<file path="src/rtl/fb_pkg.sv">
// Shared types and defaults for the framebuffer arbiter slice.
package fb_pkg;
   localparam int FB_WIDTH   = 160;
   localparam int FB_HEIGHT  = 120;
   localparam int FB_COLOR_W = 8;

   typedef enum logic {IDLE, CLEAR} fb_state_t;
   typedef logic [FB_COLOR_W-1:0] color_t;

   function automatic int addr_width(input int w, input int h);
      return $clog2(w * h);
   endfunction
endpackage

</file>
<file path="src/rtl/fb_addr_calc.sv">
// Linear framebuffer address and bounds check for one (x, y) coordinate.
module fb_addr_calc #(
   parameter int WIDTH  = 160,
   parameter int HEIGHT = 120,
   parameter int ADDR_W = 15
) (
   input  logic [9:0]        x,
   input  logic [8:0]        y,
   output logic [ADDR_W-1:0] addr,
   output logic              in_range
);
   assign addr     = ADDR_W'(y) * ADDR_W'(WIDTH) + ADDR_W'(x);
   assign in_range = (int'(x) < WIDTH) && (int'(y) < HEIGHT);
endmodule

</file>
<file path="src/rtl/framebuffer_arbiter.sv">
// Single-port pixel RAM scheduler: display read > bulk clear > round-robin writers.
module framebuffer_arbiter
   import fb_pkg::*;
#(
   parameter int WIDTH   = FB_WIDTH,
   parameter int HEIGHT  = FB_HEIGHT,
   parameter int COLOR_W = FB_COLOR_W,
   parameter int ADDR_W  = addr_width(WIDTH, HEIGHT)
) (
   input  logic               CLOCK_50,
   input  logic               reset,
   input  logic               disp_req,
   input  logic [9:0]         disp_x,
   input  logic [8:0]         disp_y,
   output logic [COLOR_W-1:0] disp_pixel,
   output logic               disp_valid,
   input  logic [1:0]         wr_req,
   input  logic [9:0]         wr_x0,
   input  logic [8:0]         wr_y0,
   input  logic [COLOR_W-1:0] wr_c0,
   input  logic [9:0]         wr_x1,
   input  logic [8:0]         wr_y1,
   input  logic [COLOR_W-1:0] wr_c1,
   output logic [1:0]         wr_ack,
   input  logic               clear_req,
   input  logic [COLOR_W-1:0] clear_color,
   output logic               clear_busy,
   output logic               clear_done,
   output logic               err_oob,
   output logic [ADDR_W-1:0]  mem_addr,
   output logic               mem_we,
   output logic [COLOR_W-1:0] mem_wdata,
   input  logic [COLOR_W-1:0] mem_rdata
);
   localparam int STAGES = 2;
   localparam logic [ADDR_W-1:0] LAST = ADDR_W'(WIDTH * HEIGHT - 1);

   logic [ADDR_W-1:0] d_addr, w0_addr, w1_addr;
   logic              d_in, w0_in, w1_in;

   fb_addr_calc #(.WIDTH(WIDTH), .HEIGHT(HEIGHT), .ADDR_W(ADDR_W)) u_disp (
      .x(disp_x), .y(disp_y), .addr(d_addr), .in_range(d_in));
   fb_addr_calc #(.WIDTH(WIDTH), .HEIGHT(HEIGHT), .ADDR_W(ADDR_W)) u_wr0 (
      .x(wr_x0), .y(wr_y0), .addr(w0_addr), .in_range(w0_in));
   fb_addr_calc #(.WIDTH(WIDTH), .HEIGHT(HEIGHT), .ADDR_W(ADDR_W)) u_wr1 (
      .x(wr_x1), .y(wr_y1), .addr(w1_addr), .in_range(w1_in));

   fb_state_t          state, state_nxt;
   logic [ADDR_W-1:0]  cnt, cnt_nxt;
   logic [COLOR_W-1:0] clr_color, clr_color_nxt;
   logic               wr_last, wr_last_nxt;
   logic               rd, gsel, op_load, op_we, done_nxt, oob_set;
   logic [1:0]         pend, ack_nxt;
   logic [ADDR_W-1:0]  op_addr;
   logic [COLOR_W-1:0] op_data;
   logic [STAGES:0]    vld_pipe;
   logic [STAGES-1:0]  inr_pipe;

   // Out-of-range display requests do not touch the RAM, so they leave the slot free.
   assign rd         = disp_req & d_in;
   assign pend       = wr_req & ~wr_ack;
   assign clear_busy = (state == CLEAR);
   assign disp_valid = vld_pipe[STAGES];

   always_comb begin
      state_nxt     = state;
      cnt_nxt       = cnt;
      clr_color_nxt = clr_color;
      wr_last_nxt   = wr_last;
      op_load       = 1'b0;
      op_we         = 1'b0;
      op_addr       = mem_addr;
      op_data       = mem_wdata;
      ack_nxt       = 2'b00;
      done_nxt      = 1'b0;
      oob_set       = 1'b0;
      gsel          = 1'b0;
      if (rd) begin
         op_load = 1'b1;
         op_addr = d_addr;
      end
      case (state)
         IDLE: begin
            if (clear_req) begin
               state_nxt     = CLEAR;
               cnt_nxt       = '0;
               clr_color_nxt = clear_color;
            end else if (!rd && pend != 2'b00) begin
               gsel        = (pend == 2'b11) ? ~wr_last : pend[1];
               wr_last_nxt = gsel;
               ack_nxt     = gsel ? 2'b10 : 2'b01;
               if (gsel ? w1_in : w0_in) begin
                  op_load = 1'b1;
                  op_we   = 1'b1;
                  op_addr = gsel ? w1_addr : w0_addr;
                  op_data = gsel ? wr_c1 : wr_c0;
               end else begin
                  oob_set = 1'b1;
               end
            end
         end
         CLEAR: begin
            if (!rd) begin
               op_load = 1'b1;
               op_we   = 1'b1;
               op_addr = cnt;
               op_data = clr_color;
               cnt_nxt = cnt + 1'b1;
               if (cnt == LAST) begin
                  state_nxt = IDLE;
                  done_nxt  = 1'b1;
               end
            end
         end
         default: state_nxt = IDLE;
      endcase
   end

   always_ff @(posedge CLOCK_50 or posedge reset) begin
      if (reset) begin
         state     <= IDLE;
         cnt       <= '0;
         clr_color <= '0;
         wr_last   <= 1'b1;
      end else begin
         state     <= state_nxt;
         cnt       <= cnt_nxt;
         clr_color <= clr_color_nxt;
         wr_last   <= wr_last_nxt;
      end
   end

   always_ff @(posedge CLOCK_50 or posedge reset) begin
      if (reset) begin
         mem_addr   <= '0;
         mem_we     <= 1'b0;
         mem_wdata  <= '0;
         wr_ack     <= 2'b00;
         clear_done <= 1'b0;
         err_oob    <= 1'b0;
         vld_pipe   <= '0;
         inr_pipe   <= '0;
         disp_pixel <= '0;
      end else begin
         mem_we     <= op_we;
         wr_ack     <= ack_nxt;
         clear_done <= done_nxt;
         if (op_load) begin
            mem_addr  <= op_addr;
            mem_wdata <= op_data;
         end
         if (oob_set) err_oob <= 1'b1;
         vld_pipe <= {vld_pipe[STAGES-1:0], disp_req};
         inr_pipe <= {inr_pipe[STAGES-2:0], d_in};
         // RAM data for the read issued two edges ago is on mem_rdata now.
         if (vld_pipe[STAGES-1])
            disp_pixel <= inr_pipe[STAGES-1] ? mem_rdata : '0;
      end
   end
endmodule

</file>
<file path="config.mk">
export PLATFORM = sky130hd
export DESIGN_NAME = framebuffer_arbiter
export DESIGN_NICKNAME = d
export VERILOG_FILES = /design/src/rtl/fb_pkg.sv /design/src/rtl/fb_addr_calc.sv /design/src/rtl/framebuffer_arbiter.sv
export SDC_FILE = /design/constraint.sdc
export NUM_CORES = 1
export LEC_CHECK = 0
export CAP_MARGIN = 25
export CORE_MARGIN = 4
export CORE_UTILIZATION = 54
export DETAILED_ROUTE_END_ITERATION = 12
export PLACE_DENSITY = 0.95
export SLEW_MARGIN = 10
export SYNTH_ARGS = -nofsm -noshare
export SYNTH_HDL_FRONTEND = slang
export SYNTH_SLANG_ARGS = --single-unit
</file>
<file path="constraint.sdc">
create_clock -name CLOCK_50 -period 3.5 [get_ports CLOCK_50]
set_input_delay 0.875 -clock CLOCK_50 [delete_from_list [all_inputs] [get_ports CLOCK_50]]
set_output_delay 0.875 -clock CLOCK_50 [all_outputs]
set_load 0.1 [all_outputs]
</file>
Word level (Yosys, flattened, before mapping)
Index checks and enable logic that the tools add are counted.
{ "totals": {"input_bits": 95, "out_inout_bits": 38, "register_bits": 66, "wordCells": 94} }
{ "op_classes": {"n_reduce_logical": 10, "muxes": 45, "n_addsub": 4, "n_mul": 3, "n_lt_le_gt_ge": 6, "n_bitwise": 6, "n_eq_ne": 7} }
{ "op_table": {"columns": ["operator", "n"], "rows": [
  ["15-bit 2-to-1 mux", 8],
  ["15-bit case mux with 2 select lines", 2],
  ["8-bit 2-to-1 mux", 6],
  ["15-bit by 10-bit adder with 15-bit output", 3],
  ["10-bit by 8-bit less-than comparator with 1-bit output (second input constant)", 3],
  ["9-bit by 3-bit multiplier with 10-bit output (second input constant)", 3],
  ["9-bit by 7-bit less-than comparator with 1-bit output (second input constant)", 3],
  ["1-bit 2-to-1 mux", 21],
  ["8-bit case mux with 2 select lines", 1],
  ["15-bit by 1-bit adder with 15-bit output (second input constant)", 1],
  ["15-bit == test (second input constant)", 1],
  ["2-bit inequality test (second input constant)", 5],
  ["2-bit 2-to-1 mux", 4],
  ["1-bit case mux with 2 select lines", 3],
  ["5-bit AND reduction", 1],
  ["1-bit logical AND", 4],
  ["2-bit AND reduction", 2],
  ["1-bit inverter", 3],
  ["3-bit AND reduction", 1],
  ["2-bit AND", 1],
  ["2-bit == test (second input constant)", 1],
  ["2-bit inverter", 1],
  ["2-bit nonzero test", 1],
  ["1-bit AND", 1],
  ["1-bit zero test", 1]
]} }

Longest topological paths before layout
Gate-level depths: netlist (run 1).
{ "logic_depth": {"word_depth": 10, "depth_mapped": 11, "depth_no_buf": 11} }

Hierarchy
From an unflattened synthesis (run 1), not the netlist that was laid out.
{ "unflattened": {"hier_cells": 617, "area_unflattened_um2": 5398.9} }
{ "by_module_without_submodules": {"columns": ["module", "instances", "cells_each", "seq_area_each_um2", "area_each_um2"], "rows": [
  ["framebuffer_arbiter", 1, 365, 1652.8, 3334.4],
  ["fb_addr_calc", 3, 84, 0.0, 688.2]
]} }

Least setup slack after synthesis (run 1)
OpenSTA, ideal clock, no wires.
{ "synth_timing": {"path_type": "input to register", "start": "input wr_y0[1]", "end": "register mem_addr[13]", "setup_time_ns": 0.126, "required_time_ns": 3.374, "setup_slack_ns": 0.207, "path_buffers": 0, "t_arrival_ns": 3.167, "cell_stages": 11, "path_cell_list": "ha_1 ha_1 fa_1 ha_1 o21a_1 o31a_1 o21ai_0 nor3_1 xnor2_1 mux2i_1 a221o_1"} }
{ "synth_between": {"elab_chain_len": 7, "word_cells_on_any_way": 14, "cone_classes": "1 x add/sub; 1 x mul; 1 x order compare; 10 x mux; 1 x reduce/logical"} }
{ "synth_lines": {"columns": ["item", "line_no", "source"], "rows": [
  ["start: declaration", "framebuffer_arbiter.sv:19", "input logic [8:0] wr_y0,"],
  ["9-bit by 3-bit multiplier with 10-bit output / 9-bit by 7-bit less-than comparator with 1-bit output (equally long branches)", "fb_addr_calc.sv:12, fb_addr_calc.sv:13", null],
  ["15-bit by 10-bit adder with 15-bit output / 1-bit logical AND (equally long branches)", "fb_addr_calc.sv:12, fb_addr_calc.sv:13", null],
  ["15-bit 2-to-1 mux / 1-bit 2-to-1 mux (equally long branches)", "framebuffer_arbiter.sv:95, framebuffer_arbiter.sv:92", null],
  ["15-bit 2-to-1 mux / 1-bit 2-to-1 mux (equally long branches)", "framebuffer_arbiter.sv:92", "if (gsel ? w1_in : w0_in) begin"],
  ["15-bit 2-to-1 mux / 1-bit 2-to-1 mux (equally long branches)", "framebuffer_arbiter.sv:88", "end else if (!rd && pend != 2'b00) begin"],
  ["15-bit 2-to-1 mux / 1-bit 2-to-1 mux (equally long branches)", "framebuffer_arbiter.sv:84", "if (clear_req) begin"],
  ["15-bit case mux with 2 select lines / 1-bit case mux with 2 select lines (equally long branches)", "framebuffer_arbiter.sv:82", "case (state)"],
  ["end signal: assignment", "framebuffer_arbiter.sv:149", "mem_addr <= op_addr;"],
  ["end: declaration", "framebuffer_arbiter.sv:30", "output logic [ADDR_W-1:0] mem_addr,"]
]} }
Parallel ways exist; a longest one is shown, timed or not.
A chain may end at the register's enable or synchronous reset.

Worst setup path in the final report (run 1)
{ "layout_timing": {"start": "input wr_y1[1]", "end": "register mem_addr[13]"} }
{ "layout_between": {"elab_chain_len": 7, "word_cells_on_any_way": 14, "cone_classes": "1 x add/sub; 1 x mul; 1 x order compare; 10 x mux; 1 x reduce/logical"} }
{ "layout_lines": {"columns": ["item", "line_no", "source"], "rows": [
  ["start: declaration", "framebuffer_arbiter.sv:22", "input logic [8:0] wr_y1,"],
  ["9-bit by 3-bit multiplier with 10-bit output / 9-bit by 7-bit less-than comparator with 1-bit output (equally long branches)", "fb_addr_calc.sv:12, fb_addr_calc.sv:13", null],
  ["15-bit by 10-bit adder with 15-bit output / 1-bit logical AND (equally long branches)", "fb_addr_calc.sv:12, fb_addr_calc.sv:13", null],
  ["15-bit 2-to-1 mux / 1-bit 2-to-1 mux (equally long branches)", "framebuffer_arbiter.sv:95, framebuffer_arbiter.sv:92", null],
  ["15-bit 2-to-1 mux / 1-bit 2-to-1 mux (equally long branches)", "framebuffer_arbiter.sv:92", null],
  ["15-bit 2-to-1 mux / 1-bit 2-to-1 mux (equally long branches)", "framebuffer_arbiter.sv:88", null],
  ["15-bit 2-to-1 mux / 1-bit 2-to-1 mux (equally long branches)", "framebuffer_arbiter.sv:84", null],
  ["15-bit case mux with 2 select lines / 1-bit case mux with 2 select lines (equally long branches)", "framebuffer_arbiter.sv:82", null]
]} }
Parallel ways exist; a longest one is shown, timed or not.

==> impl_metrics.json, run 1 <==
{
  "status": "completed",
  "ant_nets": 0,
  "max_cap_viol_count": 0,
  "drive_gt1_share_pct": 18.0,
  "drtIter0Drc": 503,
  "async_flop_share_pct": 100,
  "final.min_clock_period_ns": 3.41,
  "leakage_nw": 3.21,
  "syn_to_final_growth_pct": 39.2,
  "antenna_found_initial": 0,
  "vias_per_cell": 6.13,
  "worstPathBufferInverterCount": 1,
  "cp_common_cell": "ha_1",
  "routed-via-count": 5305,
  "fin_util_pct": 78.7,
  "rsz0062_at_grt": "false",
  "relSlewSlack_pct": 45.3,
  "period_share_pct": 97.4,
  "layout_common_cells": "buf_4, clkdlybuf4s50_1, nand2_1, dfrtp_1",
  "grt_overflow": 0,
  "place_area_mm2": 0.00671,
  "clock-root-buffer": "clkbuf_8",
  "clkTransAtPathRegs_ns": 0.08,
  "diodes": 0,
  "synth-xor-area-share_pct": 5.92,
  "h-tree-depth": 3,
  "p_per_area_mw_per_mm2": 443,
  "crit_type": "in2reg",
  "post-dp-hpwl_mm": 12.3,
  "cts.hold.buffers_added": 0,
  "layout.cells.non_filler": 865,
  "critical_path.max_stage_delay_ns": 0.45,
  "die_w_um": 105,
  "critPathArrivalTime_ns": 3.65,
  "yosysSeqAreaShare_pct": 32.9,
  "crit_required_ns": 3.74,
  "clock_path_buffers": 2,
  "coreArea_mm2": 0.00889,
  "muxShareOfSynthArea_pct": 2.09,
  "fin_area_mm2": 0.00700,
  "syn_inst": 572,
  "cts_tree": "built",
  "start_kind": "input pin",
  "synthAdderAreaFrac_pct": 16.1,
  "grt_pass1_wl_mm": 25.3,
  "place_congestion": 0.915,
  "syn_area_mm2": 0.00503,
  "path_max_fanout": 3,
  "yosys_register_bits": 66,
  "synth_cell_types": 67,
  "wl_mm": 15.5,
  "synth_simple_gate_area_share_pct": 18.8,
  "numPortBuffers": 132,
  "drcViolationCount": 0,
  "yosysTopAreaCell": "dfrtp_1",
  "start_util_pct": 56.6,
  "final_hold_viol_count": 0,
  "cts_inserted_buffers": 9,
  "synth-edff-count": 0,
  "ys_warn_count": 0,
  "skew_ns": 0.00859,
  "multiInputGateArea_mm2": 0.00324,
  "tightest_slew_ns": 0.820,
  "die_h_um": 105,
  "synthFlopType": "dfrtp_1",
  "hp-class": "reg2reg",
  "synth_compound_area_share_pct": 20.7,
  "fmax_mhz": 293,
  "wl_per_cell_um": 18.0,
  "row_count": 34,
  "yosys-top-cells-area": "dfrtp_1, ha_1, nand2_1",
  "fillers": 551,
  "slew_violations": 0,
  "track_usage_pct": 28.3,
  "die_area_mm2": 0.0109,
  "crit_family": "adder cells",
  "avgSynthCellArea_um2": 8.79,
  "syn_nets": 728,
  "nNetsFinal": 908,
  "layout_commonest_cell": "buf_4",
  "firstDrtPassIters": 5,
  "end_kind": "register",
  "synth.top_cell.area_share_pct": 32.3,
  "dp.cells": 847,
  "grt_max_degree": 67,
  "clock_sinks": 66,
  "path_cells": "clkdlybuf4s50_1, ha_1, ha_1, fa_1, ha_1, a21boi_1, o2111ai_1, xor2_1, mux2i_1, a221o_1",
  "grt_pass1_vias": 5295,
  "synth_top_family_by_area": "compound AO/OA/AOI/OAI gates",
  "clkLatencyLatePin_ns": 0.36,
  "io_pins": 133,
  "regArea_mm2": 0.00165,
  "ir_worst_vdd_mv": 0.364,
  "critPathSlowestCell": "clkdlybuf4s50_1",
  "finalSetupViolations": 0
}
## metrics by stage
step	worst slack [ns]	total power, mW	setup TNS, ns	hold WS (ns)
2_1_floorplan	0.207	1.87	0	0.331
3_5_place_dp	-0.432	2.35	-1.99	0.339
5_1_grt	0.00460	3.25	0	0.362
6_report	0.0926	3.10	0	0.352
4_1_cts	0.0152	3.09	0	0.354
3_3_place_gp	-0.340	2.30	-1.42	0.334
## worst paths after layout
kind / from / to / slack (ns) / depth (start not counted)
worst max-delay path: wr_y1[1] / mem_addr[13] / 0.09 / 10
worst min-delay path: inr_pipe[0] / inr_pipe[1] / 0.35 / 0
worst max register to register: clear_busy / cnt[14] / 0.60 / 7
worst min register to register: inr_pipe[0] / inr_pipe[1] / 0.35 / 0
max in group asynchronous: reset / cnt[12] / 1.86 / 3
min in group asynchronous: reset / disp_pixel[3] / 1.10 / 3
## logic make-up after synthesis
kind of cell | after synthesis
flip-flops | 66
adder cells (fa/ha/maj) | 61
buffers and inverters | 46
XOR/XNOR | 34
AO/OA/AOI/OAI | 164
multiplexers | 10
AND/OR/NAND/NOR | 191
## flip-flops by register name, summed over array words and instances (netlist names)
name	count
cnt	15
mem_wdata	8
wr_ack	2
mem_we	1
mem_addr	15
disp_pixel	8
clr_color	8
err_oob	1
clear_done	1
vld_pipe	3
wr_last	1
inr_pipe	2
clear_busy	1
## cell type report
cell class / instances / area share (%)
Multi-Input combinational cell: 460 / 46.3
Timing Repair Buffer: 187 / 23.4
Clock inverter: 7 / 1.47
Clock buffer: 9 / 1.77
Tap cell: 108 / 1.93
Sequential cell: 66 / 23.6
Inverter: 28 / 1.50
## Yosys cell counts, types with 6 or more instances
master,number
fa_1,6
nor3_1,7
o21ai_0,54
nand2_1,87
and3_1,6
nand3_1,20
nor2_1,23
clkbuf_1,11
mux2i_1,8
nor2b_1,7
o22ai_1,9
xnor2_1,20
a211oi_1,8
ha_1,55
a21o_1,7
o21ai_1,7
xor2_1,14
a21oi_1,32
o21bai_1,6
nand4_1,6
inv_1,27
dfrtp_1,65
## routing by layer
| layer | wire length (µm) | track usage, % |
|---|---|---|
| met4 | 483 | 10.7 |
| met5 | 0 | 0 |
| met1 | 6190 | 34.7 |
| met3 | 1120 | 6.33 |
| met2 | 7750 | 48.7 |
## what timing repair did
action,CTS,global route
cloned,0,0
buffers inserted,2,0
endpoints found under the setup margin,1,4
resized for setup,6,5
pin swaps,7,1
## worst register-to-register path: stages, from the launching register on
cell and delay (ns):
dfrtp_1 0.34, buf_4 0.36, clkinv_1 0.58, a21oi_1 0.71, nand2_1 0.23, nor2_2 0.26
nand4_1 0.16, mux2i_1 0.15
## where the power goes
part / switching, mW / total (mW) / internal [mW]
Sequential: 0.104 / 0.969 / 0.865
Clock: 0.318 / 0.726 / 0.408
Combinational: 0.855 / 1.41 / 0.554
Total: 1.28 / 3.10 / 1.83
(Power assumes the default switching activity.)
==> run 2, diff against run 1 <==
CORE_UTILIZATION = 40   (was 54)
PLACE_DENSITY = 0.77   (was 0.95)
==> run 2 against run 1 <==
Total power grew 7.9%. Clock skew decreased by 0.0024 ns. Global-route usage fell by 7.7 points. First-iteration DRC count fell by 31%. Sequential cell count did not move. Cell count increased by 6.7%. Die area grew 32%. Count of clock-buffer cells in the layout unchanged. Critical endpoint is now mem_addr[12]. Highest routed layer unchanged.
==> impl_metrics.json, run 2 (synthesized netlist as in run 1, its figures left out) <==
{
  "crit_required_ns": 3.71,
  "skew_ns": 0.00616,
  "die_area_mm2": 0.0144,
  "die_h_um": 120,
  "fin_setup_tns_ns": 0,
  "wl_mm": 15.0,
  "grt_pass1_vias": 5161,
  "post-dp-hpwl_mm": 12.0,
  "fin_util_pct": 59.3,
  "die_w_um": 120,
  "relSlewSlack_pct": 56.5,
  "firstDrtPassIters": 5,
  "hold_path.startpoint": "vld_pipe[0]",
  "finalSetupViolations": 0,
  "coreArea_mm2": 0.0122,
  "place_congestion": 0.909,
  "clkTransAtPathRegs_ns": 0.06,
  "nNetsFinal": 906,
  "grt_busiest_layer": "met2",
  "leakage_nw": 3.25,
  "diodes": 0,
  "hp-class": "reg2reg",
  "totalPowerFinal_mw": 3.35,
  "drcViolationCount": 0,
  "layout_commonest_cell": "clkdlybuf4s50_1",
  "fmax_mhz": 292,
  "grt_overflow": 0,
  "pre_cts_slack_ns": -0.448,
  "regArea_mm2": 0.00165,
  "grtUsageMet3_pct": 4.19,
  "drive_gt1_share_pct": 18.9,
  "antenna_found_initial": 0,
  "cts_setup_buffers": 0,
  "grt_util_met2_pct": 35.2,
  "critPathArrivalTime_ns": 3.63,
  "cts_tree": "built",
  "crit_type": "in2reg",
  "p_per_area_mw_per_mm2": 464,
  "io_pins": 133,
  "start_kind": "input pin",
  "final.min_clock_period_ns": 3.43,
  "cts_inserted_buffers": 9,
  "wl_per_cell_um": 16.2,
  "vias_per_cell": 5.45,
  "clock_sinks": 66,
  "slew_violations": 0,
  "met1_usage_pct": 27.1,
  "layout_common_cells": "clkdlybuf4s50_1, buf_4, nand2_1, dfrtp_1, o21ai_0",
  "path_max_fanout": 3,
  "grt_pass1_wl_mm": 24.5,
  "grt_max_degree": 34,
  "layout_setup_ws_ns": 0.0714,
  "tightest_slew_ns": 0.652,
  "clkLatencyLatePin_ns": 0.33,
  "end_kind": "register",
  "fin_area_mm2": 0.00721,
  "track_usage_pct": 20.6,
  "ir_worst_vdd_mv": 0.281,
  "max_cap_viol_count": 0,
  "reg_top3": "cnt x15, mem_addr x15",
  "routed-via-count": 5030,
  "numPortBuffers": 132,
  "fillers": 1076,
  "drtIter0Drc": 348,
  "start_util_pct": 41.3,
  "clock-root-buffer": "clkbuf_16",
  "startpoint": "wr_y0[1]",
  "h-tree-depth": 3,
  "ant_nets": 0,
  "period_share_pct": 98.0,
  "status": "completed",
  "place_area_mm2": 0.00679,
  "clock_path_buffers": 2,
  "multiInputGateArea_mm2": 0.00330,
  "row_count": 40,
  "syn_to_final_growth_pct": 43.4,
  "r2r-start": "clear_busy",
  "final_hold_viol_count": 0
}
==> run 2: cell types whose count changed in the layout (fill, tap and decap cells not counted), sizes merged <==
cell           delta
clkinvlp          +2
buf               -2
dlymetal6s2s      -1
clkinv            -3
inv               +1
clkdlybuf4s50     +1
==> run 2: timing repair <==
action / CTS / global route
resized for setup: 8 / 11
hold buffers: 0 / 0
setup endpoints to repair: 4 / 5
pin swaps: 6 / 8
==> run 2: report_power, final <==
part | internal, mW | switching [mW] | total, mW
combinational | 0.561 | 0.854 | 1.41
sequential | 0.867 | 0.0958 | 0.962
clock | 0.629 | 0.342 | 0.971
==> run 2: worst paths after layout <==
path	cells past startpoint	to	slack [ns]
worst max register to register	6	cnt[14]	1.22
worst max-delay path	10	mem_addr[12]	0.07
min in group asynchronous	2	disp_pixel[3]	0.95
worst min-delay path	0	vld_pipe[1]	0.35
worst min register to register	0	vld_pipe[1]	0.35
max in group asynchronous	3	mem_addr[1]	1.84
==> run 2: critical path: stages <==
cell	delay (ns)
clkdlybuf4s50_1	0.52
ha_4	0.22
ha_4	0.16
fa_2	0.55
ha_4	0.22
a21oi_1	0.27
nor3_2	0.09
xnor2_1	0.12
mux2_2	0.27
a221o_1	0.32
==> run 2: final cells by class <==
class	count	share of cell area [%]
Multi-Input combinational cell	460	45.7
Tap cell	168	2.91
Inverter	28	1.46
Sequential cell	66	22.9
Clock buffer	9	3.12
Clock inverter	7	1.41
Timing Repair Buffer	185	22.5
==> run 2: metrics by stage <==
step | instances | hold WS [ns]
3_3_place_gp | 907 | 0.336
3_5_place_dp | 907 | 0.339
4_1_cts | 923 | 0.351
5_1_grt | 923 | 0.357
2_1_floorplan | 572 | 0.331
6_report | 923 | 0.349
==> run 2: routing by layer <==
| layer | part of all wire, % | wire [µm] | up-vias |
|---|---|---|---|
| met3 | 6.5 | 974 | 21 |
| met4 | 1.5 | 229 | 0 |
| li1 | - | - | 2424 |
| met2 | 48 | 7180 | 200 |
| met1 | 44 | 6570 | 2385 |
| met5 | 0 | 0 | - |
==> run 3, diff against run 2 <==
PLACE_DENSITY = 0.75   (was 0.77)
TNS_END_PERCENT = 20   (was default)
==> run 3 against run 2 <==
Critical endpoint is now mem_addr[11]. Sequential cell count unchanged. Largest power group unchanged. Utilization decreased by 0.57 points. Largest cell class unchanged. Sequential power about the same. Highest routed layer unchanged. Combinational power about the same.
==> impl_metrics.json, run 3 (synthesized netlist as in run 1, its figures left out) <==
{
  "relSlewSlack_pct": 54.4,
  "cts_inserted_buffers": 9,
  "die_w_um": 120,
  "place_congestion": 0.887,
  "drive_gt1_share_pct": 18.5,
  "die_area_mm2": 0.0144,
  "status": "completed",
  "reg_top3": "cnt x15, mem_addr x15",
  "finalSetupViolations": 0,
  "min_to": "vld_pipe[1]",
  "hp-class": "reg2reg",
  "ant_nets": 0,
  "skew_ns": 0.00565,
  "rsz0062_at_grt": "false",
  "clock-root-buffer": "clkbuf_16",
  "fillers": 1086,
  "fmax_mhz": 296,
  "slew_violations": 0,
  "wl_per_cell_um": 15.8,
  "coreArea_mm2": 0.0122,
  "grt_pass1_wl_mm": 24.3,
  "tightest_slew_ns": 0.683,
  "antenna_found_initial": 0,
  "firstDrtPassIters": 5,
  "drtIter0Drc": 302,
  "layout_common_cells": "clkdlybuf4s50_1, buf_4, nand2_1, dfrtp_1, o21ai_0",
  "start_kind": "input pin",
  "critPathArrivalTime_ns": 3.59,
  "clkLatencyLatePin_ns": 0.33,
  "nNetsFinal": 906,
  "post-dp-hpwl_mm": 11.8,
  "numPortBuffers": 132,
  "wl_mm": 14.6,
  "grt_pass1_vias": 5240,
  "grt_overflow": 0,
  "diodes": 0,
  "wl_met2_mm": 6.89,
  "crit_type": "in2reg",
  "max_cap_viol_count": 0,
  "vias_per_cell": 5.36,
  "clkTransAtPathRegs_ns": 0.05,
  "fin_util_pct": 58.7,
  "dr_wl_met3_mm": 1.09,
  "top_layer_used": "met4",
  "timing.rr.end": "cnt[14]",
  "reg2reg_depth": 7,
  "leakage_nw": 3.22,
  "ir_worst_vdd_mv": 0.259,
  "h-tree-depth": 3,
  "track_usage_pct": 20.6,
  "worst-r2r-setup-slack_ns": 1.26,
  "end_kind": "register",
  "io_pins": 133,
  "row_count": 40,
  "syn_to_final_growth_pct": 42.1,
  "wl_met1_mm": 6.30,
  "hold_depth": 0,
  "routed-via-count": 4951,
  "r2r-start": "clear_busy",
  "layout_commonest_cell": "clkdlybuf4s50_1",
  "die_h_um": 120,
  "period_share_pct": 96.6,
  "cts_tree": "built",
  "start_util_pct": 41.3,
  "drcViolationCount": 0,
  "path_max_fanout": 3,
  "pre_cts_slack_ns": -0.408,
  "clock_path_buffers": 2,
  "crit_required_ns": 3.71,
  "hold_path.startpoint": "vld_pipe[0]",
  "regArea_mm2": 0.00165,
  "final_hold_viol_count": 0,
  "final.min_clock_period_ns": 3.38,
  "p_per_area_mw_per_mm2": 450,
  "clock_sinks": 66,
  "layout_setup_ws_ns": 0.118,
  "multiInputGateArea_mm2": 0.00327,
  "grt_max_degree": 31
}
-- run 3: changes by cell type in the layout (fill, tap and decap cells not counted), sizes merged --
| cell | change |
|---|---|
| dlygate4sd2 | +1 |
| clkdlybuf4s50 | -1 |
| inv | -2 |
| clkinv | +3 |
| clkbuf | +1 |
| clkinvlp | -1 |
| bufinv | -1 |
-- run 3: timing repair --
item,4_1_cts,5_1_grt
pin swaps,6,1
endpoints found under the setup margin,2,5
gates resized for setup,7,12
buffers inserted,0,0
hold buffers,0,0
cloned,0,0
-- run 3: layer usage --
metal  GRT usage, %  vias up
li1               -     2423
met1           26.2     2335
met2           33.9      171
met3           5.47       22
met4           7.09        0
met5              0        -
-- run 3: final cells by class --
cell class | instances | area share (%)
clock buffer | 10 | 3.20
clock inverter | 6 | 0.806
inverter | 28 | 1.47
multi-input combinational | 460 | 45.7
sequential | 66 | 23.1
tap | 168 | 2.94
timing repair buffer | 185 | 22.7
-- run 3: per-stage QoR --
stage,TNS (ns),cell area [µm²],power (mW),std cells,hold slack [ns]
detailed placement,-1.91,6790,2.34,907,0.335
CTS,0,7110,3.22,923,0.347
floorplan,0,5030,1.87,572,0.331
global route,0,7140,3.40,923,0.362
finish,0,7140,3.22,923,0.347
global placement,-1.48,6790,2.31,907,0.335
-- run 3: how the worst max path moves through the flow --
| stage | from | end | slack (ns) | cells after the start |
|---|---|---|---|---|
| 6_report | wr_y0[0] | mem_addr[11] | 0.12 | 13 |
| 5_1_grt | wr_y1[1] | mem_addr[12] | 0.005 | 10 |
| 4_1_cts | wr_y0[0] | mem_addr[13] | 0.05 | 12 |
| 3_5_place_dp | wr_y0[1] | mem_addr[13] | -0.41 | 12 |
| 3_3_place_gp | wr_y0[1] | mem_addr[13] | -0.35 | 12 |
| 2_1_floorplan | wr_y0[1] | mem_addr[13] | 0.21 | 11 |
-- run 3: critical path: stages --
cell	delay (ns)
clkdlybuf4s50_1	0.44
ha_2	0.22
ha_4	0.17
fa_1	0.52
ha_4	0.29
o21a_1	0.12
o31a_1	0.16
o21ai_2	0.08
buf_4	0.15
xor2_1	0.13
o21ai_1	0.15
a21oi_1	0.06
a211o_1	0.23
-- run 3: power breakdown --
part	internal, mW	switching [mW]	total, mW
clock	0.545	0.313	0.858
combinational	0.550	0.845	1.40
sequential	0.867	0.0977	0.965
